[src/rtl/mem_arbiter_pkg.sv]
// -----------------------------------------------------------------------------
// mem_arbiter_pkg
// Shared definitions for the two-port arbiter in front of the 4K x 12-bit
// asynchronous (2114-style) memory unit: default geometry and access-cycle
// count, sequencer state encoding, and port identifiers used by the selector.
// Optional build macro used by the selector: MEM_ARB_RR_EN (round-robin).
// -----------------------------------------------------------------------------
package mem_arbiter_pkg;

    localparam int ACC_CYC_DEF = 4;   // cycles covering the memory access time
    localparam int AW_DEF      = 12;  // address width
    localparam int DW_DEF      = 12;  // data width
    localparam int CNT_W       = 4;   // holds ACC_CYC values 1..15

    // Port identifiers; the grant is carried as a single "B granted" bit.
    localparam logic PORT_A = 1'b0;
    localparam logic PORT_B = 1'b1;

    typedef enum logic [2:0] {
        ST_IDLE    = 3'd0,
        ST_SETUP   = 3'd1,
        ST_ACCESS  = 3'd2,
        ST_HOLD    = 3'd3,
        ST_RECOVER = 3'd4
    } state_e;

endpackage

[src/rtl/mem_arb_sel.sv]
// -----------------------------------------------------------------------------
// mem_arb_sel
// Grant selector for mem_arbiter. Combinationally picks which pending request
// is served when the sequencer is idle.
//   Default build     : fixed priority, port A over port B.
//   MEM_ARB_RR_EN set : round-robin; a 1-bit last-served pointer favours the
//                       port that was not served last. The pointer resets to
//                       "B served" so A wins the first tie.
// Ports:
//   clk, srst  - clock and synchronous active-high reset (pointer only)
//   req_a/b    - pending requests
//   take       - the sequencer accepted the grant this cycle
//   gnt_valid  - at least one request pending
//   gnt_b      - 1 = grant port B, 0 = grant port A
// -----------------------------------------------------------------------------
module mem_arb_sel
    import mem_arbiter_pkg::*;
(
    input  logic clk,
    input  logic srst,
    input  logic req_a,
    input  logic req_b,
    input  logic take,
    output logic gnt_valid,
    output logic gnt_b
);

    assign gnt_valid = req_a | req_b;

`ifdef MEM_ARB_RR_EN
    logic last_b_q;
    logic last_b_d;

    always_comb begin
        // B wins when it is alone, or on a tie when A was served last.
        gnt_b    = req_b & (~req_a | (last_b_q != PORT_B));
        last_b_d = last_b_q;
        if (take) begin
            last_b_d = gnt_b;
        end
    end

    always_ff @(posedge clk) begin
        if (srst) begin
            last_b_q <= PORT_B;
        end else begin
            last_b_q <= last_b_d;
        end
    end
`else
    assign gnt_b = req_b & ~req_a;

    // Clock, reset and take only feed the round-robin pointer.
    logic unused_sel;
    assign unused_sel = ^{clk, srst, take};
`endif

endmodule

[src/rtl/mem_arbiter.sv]
// -----------------------------------------------------------------------------
// mem_arbiter
// Shares one 4K x 12-bit asynchronous memory between port A (CPU) and port B
// (front panel / I/O). A level request held until its one-cycle ack is turned
// into a chip-select / write-enable sequence that covers the memory's access
// time and its delayed deselect:
//   IDLE -> SETUP -> ACCESS (ACC_CYC) -> [HOLD, writes] -> RECOVER (ACC_CYC)
// Read ack arrives ACC_CYC+2 cycles after the sampling IDLE cycle, write ack
// ACC_CYC+3. Reset lands in RECOVER so a select still active inside the
// memory drains before the first grant.
// Build macro: MEM_ARB_RR_EN selects round-robin arbitration (see mem_arb_sel).
// Ports:
//   iCLK, iRST                        clock, synchronous active-high reset
//   iREQx/iWRx/iADDRx/iWDATAx, oACKx  requester handshakes, x = A, B
//   oRDATA                            read data, valid in the ack cycle, held
//   oBUSY                             high whenever not in IDLE
//   oMADDR/oMDATA/iMDATA              memory address, data-in, data-out
//   oMCSELn, oMWR_ENn                 memory chip select / write enable (low)
// All outputs are registered.
// -----------------------------------------------------------------------------
module mem_arbiter
    import mem_arbiter_pkg::*;
#(
    parameter int ACC_CYC = ACC_CYC_DEF,
    parameter int AW      = AW_DEF,
    parameter int DW      = DW_DEF
) (
    input  logic          iCLK,
    input  logic          iRST,
    input  logic          iREQA,
    input  logic          iWRA,
    input  logic [AW-1:0] iADDRA,
    input  logic [DW-1:0] iWDATAA,
    output logic          oACKA,
    input  logic          iREQB,
    input  logic          iWRB,
    input  logic [AW-1:0] iADDRB,
    input  logic [DW-1:0] iWDATAB,
    output logic          oACKB,
    output logic [DW-1:0] oRDATA,
    output logic          oBUSY,
    output logic [AW-1:0] oMADDR,
    output logic [DW-1:0] oMDATA,
    input  logic [DW-1:0] iMDATA,
    output logic          oMCSELn,
    output logic          oMWR_ENn
);

    localparam logic [CNT_W-1:0] CNT_LOAD = CNT_W'(ACC_CYC);
    localparam logic [CNT_W-1:0] CNT_ONE  = CNT_W'(1);

    state_e           state_q, state_d;
    logic [CNT_W-1:0] cnt_q, cnt_d;
    logic             cs_n_q, cs_n_d;
    logic             wr_n_q, wr_n_d;
    logic [AW-1:0]    maddr_q, maddr_d;
    logic [DW-1:0]    mdata_q, mdata_d;
    logic [DW-1:0]    rdata_q, rdata_d;
    logic             wr_q, wr_d;         // latched direction of the access
    logic             gnt_b_q, gnt_b_d;   // latched granted port
    logic             ack_a_q, ack_a_d;
    logic             ack_b_q, ack_b_d;
    logic             busy_q, busy_d;

    logic             sel_valid;
    logic             sel_b;
    logic             take;

    mem_arb_sel u_sel (
        .clk       (iCLK),
        .srst      (iRST),
        .req_a     (iREQA),
        .req_b     (iREQB),
        .take      (take),
        .gnt_valid (sel_valid),
        .gnt_b     (sel_b)
    );

    // Output registers are computed for the state being entered, so every
    // memory control line comes straight from a flop.
    always_comb begin
        state_d = state_q;
        cnt_d   = cnt_q;
        cs_n_d  = cs_n_q;
        wr_n_d  = wr_n_q;
        maddr_d = maddr_q;
        mdata_d = mdata_q;
        rdata_d = rdata_q;
        wr_d    = wr_q;
        gnt_b_d = gnt_b_q;
        ack_a_d = 1'b0;
        ack_b_d = 1'b0;
        take    = 1'b0;

        case (state_q)
            ST_IDLE: begin
                cs_n_d = 1'b1;
                wr_n_d = 1'b1;
                if (sel_valid) begin
                    take    = 1'b1;
                    gnt_b_d = sel_b;
                    maddr_d = sel_b ? iADDRB : iADDRA;
                    mdata_d = sel_b ? iWDATAB : iWDATAA;
                    wr_d    = sel_b ? iWRB : iWRA;
                    cs_n_d  = 1'b0;
                    state_d = ST_SETUP;
                end
            end
            ST_SETUP: begin
                // Address has settled for a cycle; only now open the write.
                cs_n_d  = 1'b0;
                wr_n_d  = ~wr_q;
                cnt_d   = CNT_LOAD;
                state_d = ST_ACCESS;
            end
            ST_ACCESS: begin
                if (cnt_q == CNT_ONE) begin
                    if (wr_q) begin
                        // Close the write while select, address and data stay put.
                        wr_n_d  = 1'b1;
                        state_d = ST_HOLD;
                    end else begin
                        rdata_d = iMDATA;
                        cs_n_d  = 1'b1;
                        cnt_d   = CNT_LOAD;
                        ack_a_d = (gnt_b_q == PORT_A);
                        ack_b_d = (gnt_b_q == PORT_B);
                        state_d = ST_RECOVER;
                    end
                end else begin
                    cnt_d = cnt_q - CNT_ONE;
                end
            end
            ST_HOLD: begin
                cs_n_d  = 1'b1;
                cnt_d   = CNT_LOAD;
                ack_a_d = (gnt_b_q == PORT_A);
                ack_b_d = (gnt_b_q == PORT_B);
                state_d = ST_RECOVER;
            end
            ST_RECOVER: begin
                // The memory's internal select lags oMCSELn; wait it out.
                if (cnt_q == CNT_ONE) begin
                    state_d = ST_IDLE;
                end else begin
                    cnt_d = cnt_q - CNT_ONE;
                end
            end
            default: begin
                cs_n_d  = 1'b1;
                wr_n_d  = 1'b1;
                cnt_d   = CNT_LOAD;
                state_d = ST_RECOVER;
            end
        endcase

        busy_d = (state_d != ST_IDLE);
    end

    always_ff @(posedge iCLK) begin
        if (iRST) begin
            state_q <= ST_RECOVER;
            cnt_q   <= CNT_LOAD;
            cs_n_q  <= 1'b1;
            wr_n_q  <= 1'b1;
            maddr_q <= '0;
            mdata_q <= '0;
            rdata_q <= '0;
            wr_q    <= 1'b0;
            gnt_b_q <= PORT_A;
            ack_a_q <= 1'b0;
            ack_b_q <= 1'b0;
            busy_q  <= 1'b1;
        end else begin
            state_q <= state_d;
            cnt_q   <= cnt_d;
            cs_n_q  <= cs_n_d;
            wr_n_q  <= wr_n_d;
            maddr_q <= maddr_d;
            mdata_q <= mdata_d;
            rdata_q <= rdata_d;
            wr_q    <= wr_d;
            gnt_b_q <= gnt_b_d;
            ack_a_q <= ack_a_d;
            ack_b_q <= ack_b_d;
            busy_q  <= busy_d;
        end
    end

    assign oMCSELn  = cs_n_q;
    assign oMWR_ENn = wr_n_q;
    assign oMADDR   = maddr_q;
    assign oMDATA   = mdata_q;
    assign oRDATA   = rdata_q;
    assign oACKA    = ack_a_q;
    assign oACKB    = ack_b_q;
    assign oBUSY    = busy_q;

endmodule
[config.mk]
export PLATFORM = sky130hd
export DESIGN_NAME = mem_arbiter
export DESIGN_NICKNAME = d
export VERILOG_FILES = /design/src/rtl/mem_arbiter_pkg.sv /design/src/rtl/mem_arb_sel.sv /design/src/rtl/mem_arbiter.sv
export SDC_FILE = /design/constraint.sdc
export NUM_CORES = 1
export LEC_CHECK = 0
export ABC_AREA = 1
export CORE_ASPECT_RATIO = 1.1
export CORE_UTILIZATION = 40
export DETAILED_ROUTE_END_ITERATION = 7
export PLACE_DENSITY = 0.91
export RECOVER_POWER = 50
export SLEW_MARGIN = 20
export SYNTH_ARGS = -nofsm -noshare
export SYNTH_HDL_FRONTEND = slang
export SYNTH_SLANG_ARGS = --single-unit
[constraint.sdc]
create_clock -name iCLK -period 1.9 [get_ports iCLK]
set_clock_uncertainty 0.1 [all_clocks]
set_input_delay 0.19 -clock iCLK [delete_from_list [all_inputs] [get_ports iCLK]]
set_output_delay 0.19 -clock iCLK [all_outputs]
set_load 0.05 [all_outputs]
* Word level (Yosys, flattened, before mapping)
Index checks and enable logic that the tools add are counted.
Storage, ports and cells: output and inout bits 41, RAM bits 0, logic and storage cells 64, bits in registers 50, ROM bits 0, memories 0, bits in latches 0, bits of input ports 66
Cells by class: reduce and logical (&&, ||, !) cells 8, div/mod/pow operators 0, equality and inequality tests 10, $add $sub $neg 1, bitwise logic cells 8, multipliers 0, shift-type cells 0, muxes and demuxes 25, order comparisons 0
Operator list (count):
- 12-bit 2-to-1 mux | 2
- 3-bit 2-to-1 mux | 4
- 4-bit 2-to-1 mux | 3
- 3-bit one-hot mux with 4 select lines | 1
- 4-bit one-hot mux with 3 select lines | 1
- 3-bit AND reduction | 4
- 1-bit 2-to-1 mux | 10
- 2-bit inequality test (second input constant) | 4
- 3-bit by 2-bit equality test with 1-bit output (second input constant) | 2
- 1-bit inverter | 6
- 4-bit by 1-bit equality test with 1-bit output (second input constant) | 1
- 1-bit one-hot mux with 2 select lines | 2
- 1-bit one-hot mux with 4 select lines | 1
- 4-bit by 1-bit subtractor with 4-bit output (second input constant) | 1
- 3-bit by 1-bit equality test with 1-bit output (second input constant) | 1
- 3-bit equality test (second input constant) | 1
- 3-bit logical NOT | 1
- 3-bit inequality test (second input constant) | 1
- 1-bit one-hot mux with 3 select lines | 1
- 3-bit nonzero test | 1
- 2-bit AND reduction | 1
- 2-bit OR reduction | 1
- 1-bit bitwise AND | 1
- 1-bit OR | 1

* Longest topological paths before layout
Gate-level depths: netlist of run 1.
depth after elaboration 4, gate-level depth with buffers 9, mapped depth without buffers 9

* Hierarchy
A second synthesis of run 1 with hierarchy kept.
Second synthesis, totals: cell total of the unflattened synthesis 263, area total of the unflattened synthesis 2169.6 um^2
By module, submodules not included:
- mem_arbiter | area each 2154.6 um^2, cells each 259, times used 1, seq. area each 1001.0 um^2
- mem_arb_sel | area each 15.0 um^2, cells each 4, times used 1, seq. area each 0.0 um^2

* Least setup slack after synthesis of run 1
Ideal clock, no wire load.
kind register -> register, start point register cnt_q[1], end point register rdata_q[10] (netlist: oRDATA[10]), cell stages (with the launch flop) 10, path slack 0.513 ns, required time 1.686 ns, period minus slack after synthesis 1.387 ns, buffers on the path 1, arrival time 1.172 ns, setup time 0.114 ns, path through dfxtp_1 -> inv_1 -> ha_1 -> nand3_1 -> inv_1 -> nand3_4 -> clkinv_2 -> buf_6 -> nor2_1 -> nor2_1
Between the ends: longest elaborated chain between the ends 2
Ends and longest elaborated chain:
- from (decl) | line mem_arbiter.sv:53 | logic [CNT_W-1:0] cnt_q, cnt_d;
- from (signal assigned) | line mem_arbiter.sv:176 | cnt_q <= cnt_d;
- 4-bit by 1-bit equality test with 1-bit output | line mem_arbiter.sv:117 | if (cnt_q == CNT_ONE) begin
- 3-bit AND reduction (no source line)
- to (signal assigned) | line mem_arbiter.sv:181 | rdata_q <= rdata_d;
- to (decl) | line mem_arbiter.sv:58 | logic [DW-1:0] rdata_q, rdata_d;
Every way passes these cells. A chain may end at the register's enable or synchronous reset.

* Worst setup path in the final report of run 1
start point register mdata_q[7] (netlist: oMDATA[7]), end point output port oMDATA[7]
RTL lines:
- from (decl) | line mem_arbiter.sv:57 | logic [DW-1:0] mdata_q, mdata_d;
- from (signal assigned) | line mem_arbiter.sv:180 | mdata_q <= mdata_d;
- to (decl) | line mem_arbiter.sv:43 | output logic [DW-1:0] oMDATA,
No word-level cell between the ends.

==> run summary, run 1 <==
The flow ran to the end, and the final reports show no timing, DRC or antenna violations. After detailed routing, the average wire length per cell comes to 11.9 um. Setup repair after global routing left no endpoint under its margin. Timing would allow up to 551 MHz.

The run gives 0.424 as the initial cell density of the core. Global router's overall resource usage: 0.207. The signal on the critical path passes through dlygate4sd3_1. The logs give 0 for the number of maximum-capacitance constraint violations and 0.00139 uW for the leakage power summed over all cells. The kind of cell with the highest combined delay along the critical path is buffers and inverters. Cell internal power was estimated by the tool at 2130 uW. Library cell contributing the largest single delay on the critical path: sky130_fd_sc_hd__dlygate4sd3_1. Length of the first detailed-routing pass in iterations: 4. The number of global-route vias before repair was 2227.

STA classifies the critical path endpoint as an output pin. Share of flip-flops with an asynchronous set or reset: 0. The run gives 23 as the count of distinct cell types in the synthesized netlist. The core region is 5100 um^2.

The number of remaining DRC errors is 0. The routed wire length is 5.56 mm. The initial antenna violation count was 0. The logs give 0 for the max-slew violation count and 9.42 mm for the first-pass GRT wire length.

Along the worst path, the maximum fanout reaches 2. The final worst-path cycle share works out to 0.955. The relative slew slack was 0.599. Counting flops with a built-in enable in the synthesized netlist gives 0.

The number of resized instances in the post-cts repair step is 0, and the sum of met2 wire segment lengths after detailed routing is 2.83 mm. The count of buffer and inverter cells on the critical path is 1, and the via-per-instance ratio is 4.99. For the finished layout, the period the worst path requires is 1820 ps. The worst setup path is launched from a register.

After clock tree synthesis, the clock-pin slew on the worst setup and hold paths is 90 ps. The detailed router finished its first iteration with 134 violations. The remaining antenna violation count after routing was 0; the final estimated routing congestion in global placement was 0.874. VDD sags by at most 0.000677 V. The library cell used most frequently in the layout, excluding fill and tap cells, is sky130_fd_sc_hd__clkdlybuf4s50_1.

The run gives 50 as the sink count of the clock tree. For the final routed database, the setup TNS stands at 0 ps. The setup path with the least slack is of type register to output pin. In the synthesized netlist the dominant register cell turns out to be sky130_fd_sc_hd__dfxtp_1. Length of routed met3 wiring: 482 um. The uppermost layer routed was met4. The cell type contributing the most total cell area after synthesis was sky130_fd_sc_hd__dfxtp_1. The number of buffers on the longest clock path is 2. Pin placement for this block handled 107 I/O pins. Mean post-synth cell area: 7.40 um^2. The overall via count from detail_route was 2337; the measured slew at the worst slew-check pin was 602 ps.

End-of-flow core utilization: 0.660. The clock share of power was 0.214; the largest incremental delay on the critical path was 880 ps. The share of synthesized area occupied by flip-flops and latches was 0.463.

The die covers 5700 um^2. For the count of nets after finishing, the log shows 463. The number of nets handed over by synthesis was 360. Hold repair after CTS inserted 0 buffers. The share of total power consumed by net switching was 0.390; the number of input and output port buffers inserted was 106. Synthesis handed over a netlist of 292 instances. CTS placed an instance of sky130_fd_sc_hd__clkbuf_8 at the clock tree root. The detailed-placement wirelength estimate is 4.19 mm, and the post-synthesis cell area is 2160 um^2. Ranked by total cell area, the synthesized netlist is headed by sky130_fd_sc_hd__dfxtp_1 46%, sky130_fd_sc_hd__nand2_1 13%, sky130_fd_sc_hd__a31oi_1 7.5%, sky130_fd_sc_hd__o21ai_1 7.2%, sky130_fd_sc_hd__nor2_1 5.9%. The width of the die works out to 72.1 um. Worst min-delay path class: register to register. The repair_antennas step left the layout with diodes totalling 0. The analysis attributes to net switching a power of 1360 uW. Count of yosys warnings during synthesis: 0. The tools report the routed metal-1 wire length as 2.17 mm. Leaving out fill and tap cells, the most frequent cells in the layout are 88 x sky130_fd_sc_hd__clkdlybuf4s50_1, 78 x sky130_fd_sc_hd__nand2_1, 50 x sky130_fd_sc_hd__dfxtp_1, 34 x sky130_fd_sc_hd__nor2_1, 26 x sky130_fd_sc_hd__a31oi_1.

The number of buffers added by the clock tree synthesis step is 5. Fraction of layout cells with a size suffix above 1: 0.0530. Setup violations remaining at the end of the flow were counted as 0.

Area fraction of the dominant cell type after synthesis: 0.463. STA puts the critical path data required time at 1610 ps. Dividing total power by cell area gives a power density of 1040 nW/um^2. For the fraction of power consumed by combinational cells, the log shows 0.402. The maximum number of pins on one net before global-route repair came out at 55. The run gives 0 as the hold violation total from the final report.

Buffers added to address setup during post-CTS repair amount to 0. The floorplan has 27 rows. The depth of the CTS H-tree was 2.

Relative to the synthesized area, the layout overhead comes to 55.6%. The register bit total from synthesis is 50, and the clock latency on the worst-skew pair is 300 ps. For the total overflow reported by the global router, the log shows 0.

Die boundary height: 79.1 um. Data arrives at the worst endpoint at 1530 ps. The proportion of power drawn by flip-flops and latches is 0.384.

TritonCTS built the clock tree.
flip-flops by register name, indices dropped and copies added (netlist names), 3 cells and up:
| register | flops |
|---|---|
| oRDATA | 12 |
| oMDATA | 12 |
| state_q | 3 |
| oMADDR | 12 |
| cnt_q | 4 |
cell families (layout without fill, tap and decap cells):
| family | after synthesis | in the layout | share of synthesized area |
|---|---|---|---|
| compound gates | 67 | 67 | 0.170 |
| fa+ha+maj | 2 | 2 | 0.0116 |
| buf+inv | 33 | 137 | 0.0764 |
| flops | 50 | 50 | 0.463 |
| simple gates | 140 | 140 | 0.279 |
synth_stat cells, types with 2 or more instances:
master                      n
sky130_fd_sc_hd__inv_1     15
sky130_fd_sc_hd__nand4_1    2
sky130_fd_sc_hd__o21ai_0    9
sky130_fd_sc_hd__dfxtp_1   50
sky130_fd_sc_hd__buf_2      2
sky130_fd_sc_hd__nand2_2    3
sky130_fd_sc_hd__nor2_1    34
sky130_fd_sc_hd__clkbuf_1   8
sky130_fd_sc_hd__a31oi_1   26
sky130_fd_sc_hd__nor3_1     3
sky130_fd_sc_hd__nand2_1   77
sky130_fd_sc_hd__o21ai_1   31
sky130_fd_sc_hd__buf_6      5
sky130_fd_sc_hd__nand3_1   17
sky130_fd_sc_hd__ha_1       2
metrics by stage:
step / std cells / hold WS, ps / total power [uW] / area (um^2) / setup WS [ps]
final: 468 / 328 / 3490 / 3360 / 84.6
after global routing: 468 / 344 / 3690 / 3360 / 19.7
after CTS: 468 / 333 / 3550 / 3370 / 110
after detailed placement: 460 / 317 / 2780 / 3250 / 77.6
after global placement: 460 / 306 / 2740 / 3250 / 169
after floorplan: 292 / 162 / 2310 / 2160 / 513
power by group through the flow:
stage | clock (uW) | sequential (uW) | combinational [uW]
after CTS | 773 | 1340 | 1430
after detailed placement | 0 | 1360 | 1430
after global placement | 0 | 1350 | 1390
after global routing | 812 | 1360 | 1520
final | 748 | 1340 | 1400
after floorplan | 0 | 1780 | 531
area by class of cell:
type                       count  area [um^2]
clock buffer                   5         68.8
clock inverter                 3         43.8
timing repair buffer         111         1100
fill                         427         1740
sequential                    50         1000
tap                           72         90.1
multi-input combinational    209          993
inverter                      18         68.8
final timing paths:
path / start / endpoint / slack, ps / cells past startpoint
max: oMDATA[7] / oMDATA[7] / 80 / 1
min: gnt_b_q / oACKA / 330 / 1
min reg2reg: gnt_b_q / oACKA / 330 / 1
max reg2reg: state_q[0] / oMCSELn / 190 / 6
per-layer routing:
metal,vias to the layer above,track usage
met5,-,0
met4,0,0.0706
met3,7,0.0673
met2,98,0.383
met1,1053,0.215
li1,1179,-
No activity file was read; power rests on OpenSTA's default activity.
==> run 2: changes to the inputs <==
- ABC_AREA: 1 -> not set
- CORE_UTILIZATION: 40 -> 41
- PLACE_DENSITY: 0.91 -> 0.9
==> run 2 against run 1 <==
Against the previous run: fmax rose by 0.40%; die area is 5.9% higher; cell count decreased by 11%; sequential power up 11%; count of clock-buffer cells in the layout up 1; critical path depth unchanged; largest power group unchanged; non-clock buffer count grew 7; critical endpoint is now oMDATA[10].
==> run summary, run 2 <==
The run finished with clean final reports. For the initial detailed-routing violation count, the log shows 30 (was 134). The largest incremental delay on the critical path is 880 ps (about the same), and the total nets after synthesis is 304 (was 360). Global router's overall resource usage: 0.178 (was 0.207). The uppermost layer routed is met4 (unchanged). The number of input and output port buffers inserted was 106 (unchanged). Top post-synthesis cells by area: sky130_fd_sc_hd__dfxtp_1 43%, sky130_fd_sc_hd__mux2i_1 16%, sky130_fd_sc_hd__a211oi_2 12%, sky130_fd_sc_hd__nor2_1 6.9%, sky130_fd_sc_hd__a21oi_1 2.1% (was sky130_fd_sc_hd__dfxtp_1 46%, sky130_fd_sc_hd__nand2_1 13%, sky130_fd_sc_hd__a31oi_1 7.5%, sky130_fd_sc_hd__o21ai_1 7.2%, sky130_fd_sc_hd__nor2_1 5.9%). The number of cells on the worst reg-to-reg path is 6 (unchanged). The routed metal-1 wire length is 2.18 mm (was 2.17 mm), and the growth of design area from synthesis to finish is 54.3% (was 55.6%). The library cell contributing the largest single delay on the critical path is sky130_fd_sc_hd__dlygate4sd3_1 (unchanged). The sink count of the clock tree was 50 (unchanged); the area of the core was 5470 um^2 (was 5100 um^2). The area fraction of the dominant cell type after synthesis came out at 0.426 (was 0.463). TritonCTS built the clock tree. The logs give 0 (unchanged) for the initial antenna violation count and 553 MHz (was 551 MHz) for the top achievable clock speed.

Type of the worst setup path: register to output pin (unchanged). The tools report the clock tree root driver cell as sky130_fd_sc_hd__clkbuf_8 (unchanged). The via-per-instance ratio was 5.00 (was 4.99); the maximum number of pins on one net before global-route repair was 30 (was 55). For the remaining antenna violation count after routing, the log shows 0 (unchanged). Width of the die: 74.2 um (was 72.1 um). For the number of antenna cells inserted, the log shows 0 (unchanged).

The run gives 1610 ps (about the same) as the worst path required time. The register bit total from synthesis was 50 (unchanged). The tools report the overall via count from detail_route as 2087 (was 2337). Detailed-placement wirelength estimate: 4.25 mm (was 4.19 mm).

Final worst-path cycle share: 0.952 (was 0.955). The count of distinct cell types in the synthesized netlist was 40 (was 23). The max-slew violation count is 0 (unchanged).

The run gives 0 (unchanged) as the final setup violation count. Setup repair after global routing left no endpoint under its margin. The number of hold buffers added after CTS is 0 (unchanged). The critical path capture point type is an output pin (unchanged). The initial cell density of the core came out at 0.430 (was 0.424). The maximum VDD drop is 0.000564 V (was 0.000677 V). The cell type contributing the most total cell area after synthesis is sky130_fd_sc_hd__dfxtp_1 (unchanged).

Number of resized instances in the post-cts repair step: 0 (unchanged). The internal power summed over all cells is 2640 uW (was 2130 uW). The number of buffers on the longest clock path was 2 (unchanged); the accumulated negative setup slack was 0 ps (unchanged). The run gives 0.00138 uW (was 0.00139 uW) as the leakage power summed over all cells. The count of buffer and inverter cells on the critical path came out at 1 (unchanged). Sum of met2 wire segment lengths after detailed routing: 2.84 mm (was 2.83 mm).

The share of flip-flops with an asynchronous set or reset came out at 0 (unchanged). Series of cell instances along the critical path: dlygate4sd3_1 (unchanged). The final estimated routing congestion in global placement was 0.790 (was 0.874); the total die area was 6040 um^2 (was 5700 um^2).

The tools report the number of instances in the synthesized netlist as 236 (was 292). The routed wire length is 5.55 mm (was 5.56 mm). The run gives 2 (unchanged) as the depth of the CTS H-tree. The die boundary height was 81.4 um (was 79.1 um); the clock share of power was 0.175 (was 0.214). For the count of nets after finishing, the log shows 409 (was 463). Dominant synthesized flop cell: sky130_fd_sc_hd__dfxtp_1 (unchanged). The tools report the row count as 28 (was 27). Critical path launch point type: a register (unchanged). Mean post-synth cell area: 9.96 um^2 (was 7.40 um^2). The critical path's top delay family is buffers and inverters (unchanged). The tools report the number of placed I/O pins as 107 (unchanged). The logs give 5 (unchanged) for the number of buffers added by the clock tree synthesis step and 4 (unchanged) for the length of the first detailed-routing pass in iterations.

Post-route minimum period: 1810 ps (was 1820 ps). The dominant cell by count in the synthesized netlist was sky130_fd_sc_hd__dfxtp_1 (was sky130_fd_sc_hd__nand2_1). The maximum fanout count along the critical path is 2 (unchanged).

The run gives 8.18 mm (was 9.42 mm) as the first-pass GRT wire length. The post-place instance area was 3520 um^2 (was 3250 um^2); the end-of-flow core utilization was 0.664 (was 0.660). The clock latency on the worst-skew pair is 300 ps (about the same). The hold-critical path depth was 3 (was 1). The worst min-delay path class was input port to register (was register to register). The critical path arrival was 1520 ps (was 1530 ps). The clock slew at the register clock pins of the worst setup and hold paths is 90 ps (about the same). The tools report the number of global-route vias before repair as 1869 (was 2227). The length of routed met3 wiring is 461 um (was 482 um), and the fraction of layout cells with a size suffix above 1 is 0.126 (was 0.0530). The detailed-route wire length per cell was 13.3 um (was 11.9 um). The tools report the count of yosys warnings during synthesis as 0 (unchanged). The power density over the cells was 1250 nW/um^2 (was 1040 nW/um^2); the final cell area excluding filler cells was 3630 um^2 (was 3360 um^2).

For the fraction of power consumed by combinational cells, the log shows 0.495 (was 0.402). Post-synthesis cell area: 2350 um^2 (was 2160 um^2). The share of synthesized area occupied by flip-flops and latches is 0.426 (was 0.463), and the measured slew at the worst slew-check pin is 527 ps (was 602 ps). The logs give 0 (unchanged) for the number of remaining DRC errors and 0.648 (was 0.599) for the relative slew slack. The logs give 0.330 (was 0.384) for the proportion of power drawn by flip-flops and latches and 0 (unchanged) for the number of maximum-capacitance constraint violations. Post-synth top cells: 50 x sky130_fd_sc_hd__dfxtp_1, 43 x sky130_fd_sc_hd__nor2_1, 37 x sky130_fd_sc_hd__mux2i_1 (was 77 x sky130_fd_sc_hd__nand2_1, 50 x sky130_fd_sc_hd__dfxtp_1, 34 x sky130_fd_sc_hd__nor2_1). The total number of cells along the worst setup path was 1 (unchanged).

Hold violation total from the final report: 0 (unchanged). Top library cells by usage in the layout, fill and taps aside: 95 x sky130_fd_sc_hd__clkdlybuf4s50_1, 50 x sky130_fd_sc_hd__dfxtp_1, 43 x sky130_fd_sc_hd__nor2_1, 37 x sky130_fd_sc_hd__mux2i_1, 19 x sky130_fd_sc_hd__a211oi_2 (was 88 x sky130_fd_sc_hd__clkdlybuf4s50_1, 78 x sky130_fd_sc_hd__nand2_1, 50 x sky130_fd_sc_hd__dfxtp_1, 34 x sky130_fd_sc_hd__nor2_1, 26 x sky130_fd_sc_hd__a31oi_1). The number of flops mapped to enable cells by yosys works out to 0 (unchanged). The total power was 4520 uW (was 3490 uW); the total overflow reported by the global router was 0 (unchanged). The total net switching power is 1880 uW (was 1360 uW). The share of total power consumed by net switching is 0.417 (was 0.390).

Most frequent standard cell in the layout excluding fill and tap cells: sky130_fd_sc_hd__clkdlybuf4s50_1 (unchanged).
==> run 2: per-stage QoR <==
| stage | worst slack [ps] | std cells | hold WS [ps] |
|---|---|---|---|
| floorplan | 193 | 236 | 187 |
| global placement | 106 | 408 | 340 |
| detailed placement | 41.6 | 408 | 345 |
| CTS | 77.2 | 416 | 148 |
| global route | 22.4 | 417 | 179 |
| finish | 91.9 | 417 | 147 |
==> run 2: timing repair <==
item | CTS | global route
hold endpoints to repair | 0 | 0
buffers inserted | 0 | 1
setup endpoints to repair | 0 | 12
==> run 2: power by group through the flow <==
stage	Clock [uW]	Sequential [uW]	Combinational (uW)
2_1_floorplan	0	2120	963
3_3_place_gp	0	1510	2230
3_5_place_dp	0	1520	2290
4_1_cts	810	1490	2300
6_report	789	1490	2240
5_1_grt	855	1530	2390
==> run 2: layout make-up <==
type	instances	area [um^2]
fill	427	1840
multi-input combinational	162	1220
timing repair buffer	118	1180
sequential	50	1000
tap	75	93.8
clock buffer	6	82.6
clock inverter	2	38.8
inverter	4	15.0
==> run 2: path summary, 6_finish.rpt <==
path / start / to / slack (ps)
worst max-delay path: oMDATA[10] / oMDATA[10] / 90
worst min-delay path: iRST / oBUSY / 150
worst max register to register: cnt_q[1] / oMCSELn / 150
worst min register to register: gnt_b_q / oACKA / 360
==> run 2: kinds of logic (layout without fill, tap and decap cells) <==
kind of cell | count (synthesis) | after routing | share of synthesized area
AO/OA/AOI/OAI | 52 | 52 | 0.199
XOR/XNOR | 1 | 1 | 0.00373
adder cells (fa/ha/maj) | 2 | 2 | 0.0106
buffers and inverters | 24 | 130 | 0.0506
flip-flops | 50 | 50 | 0.426
multiplexers | 37 | 37 | 0.158
AND/OR/NAND/NOR | 70 | 70 | 0.153
==> run 2: per-layer routing <==
metal | global-route usage | vias to the layer above
li1 | - | 1052
met2 | 0.333 | 75
met1 | 0.188 | 953
met4 | 0.0692 | 0
met3 | 0.0479 | 7
met5 | 0 | -
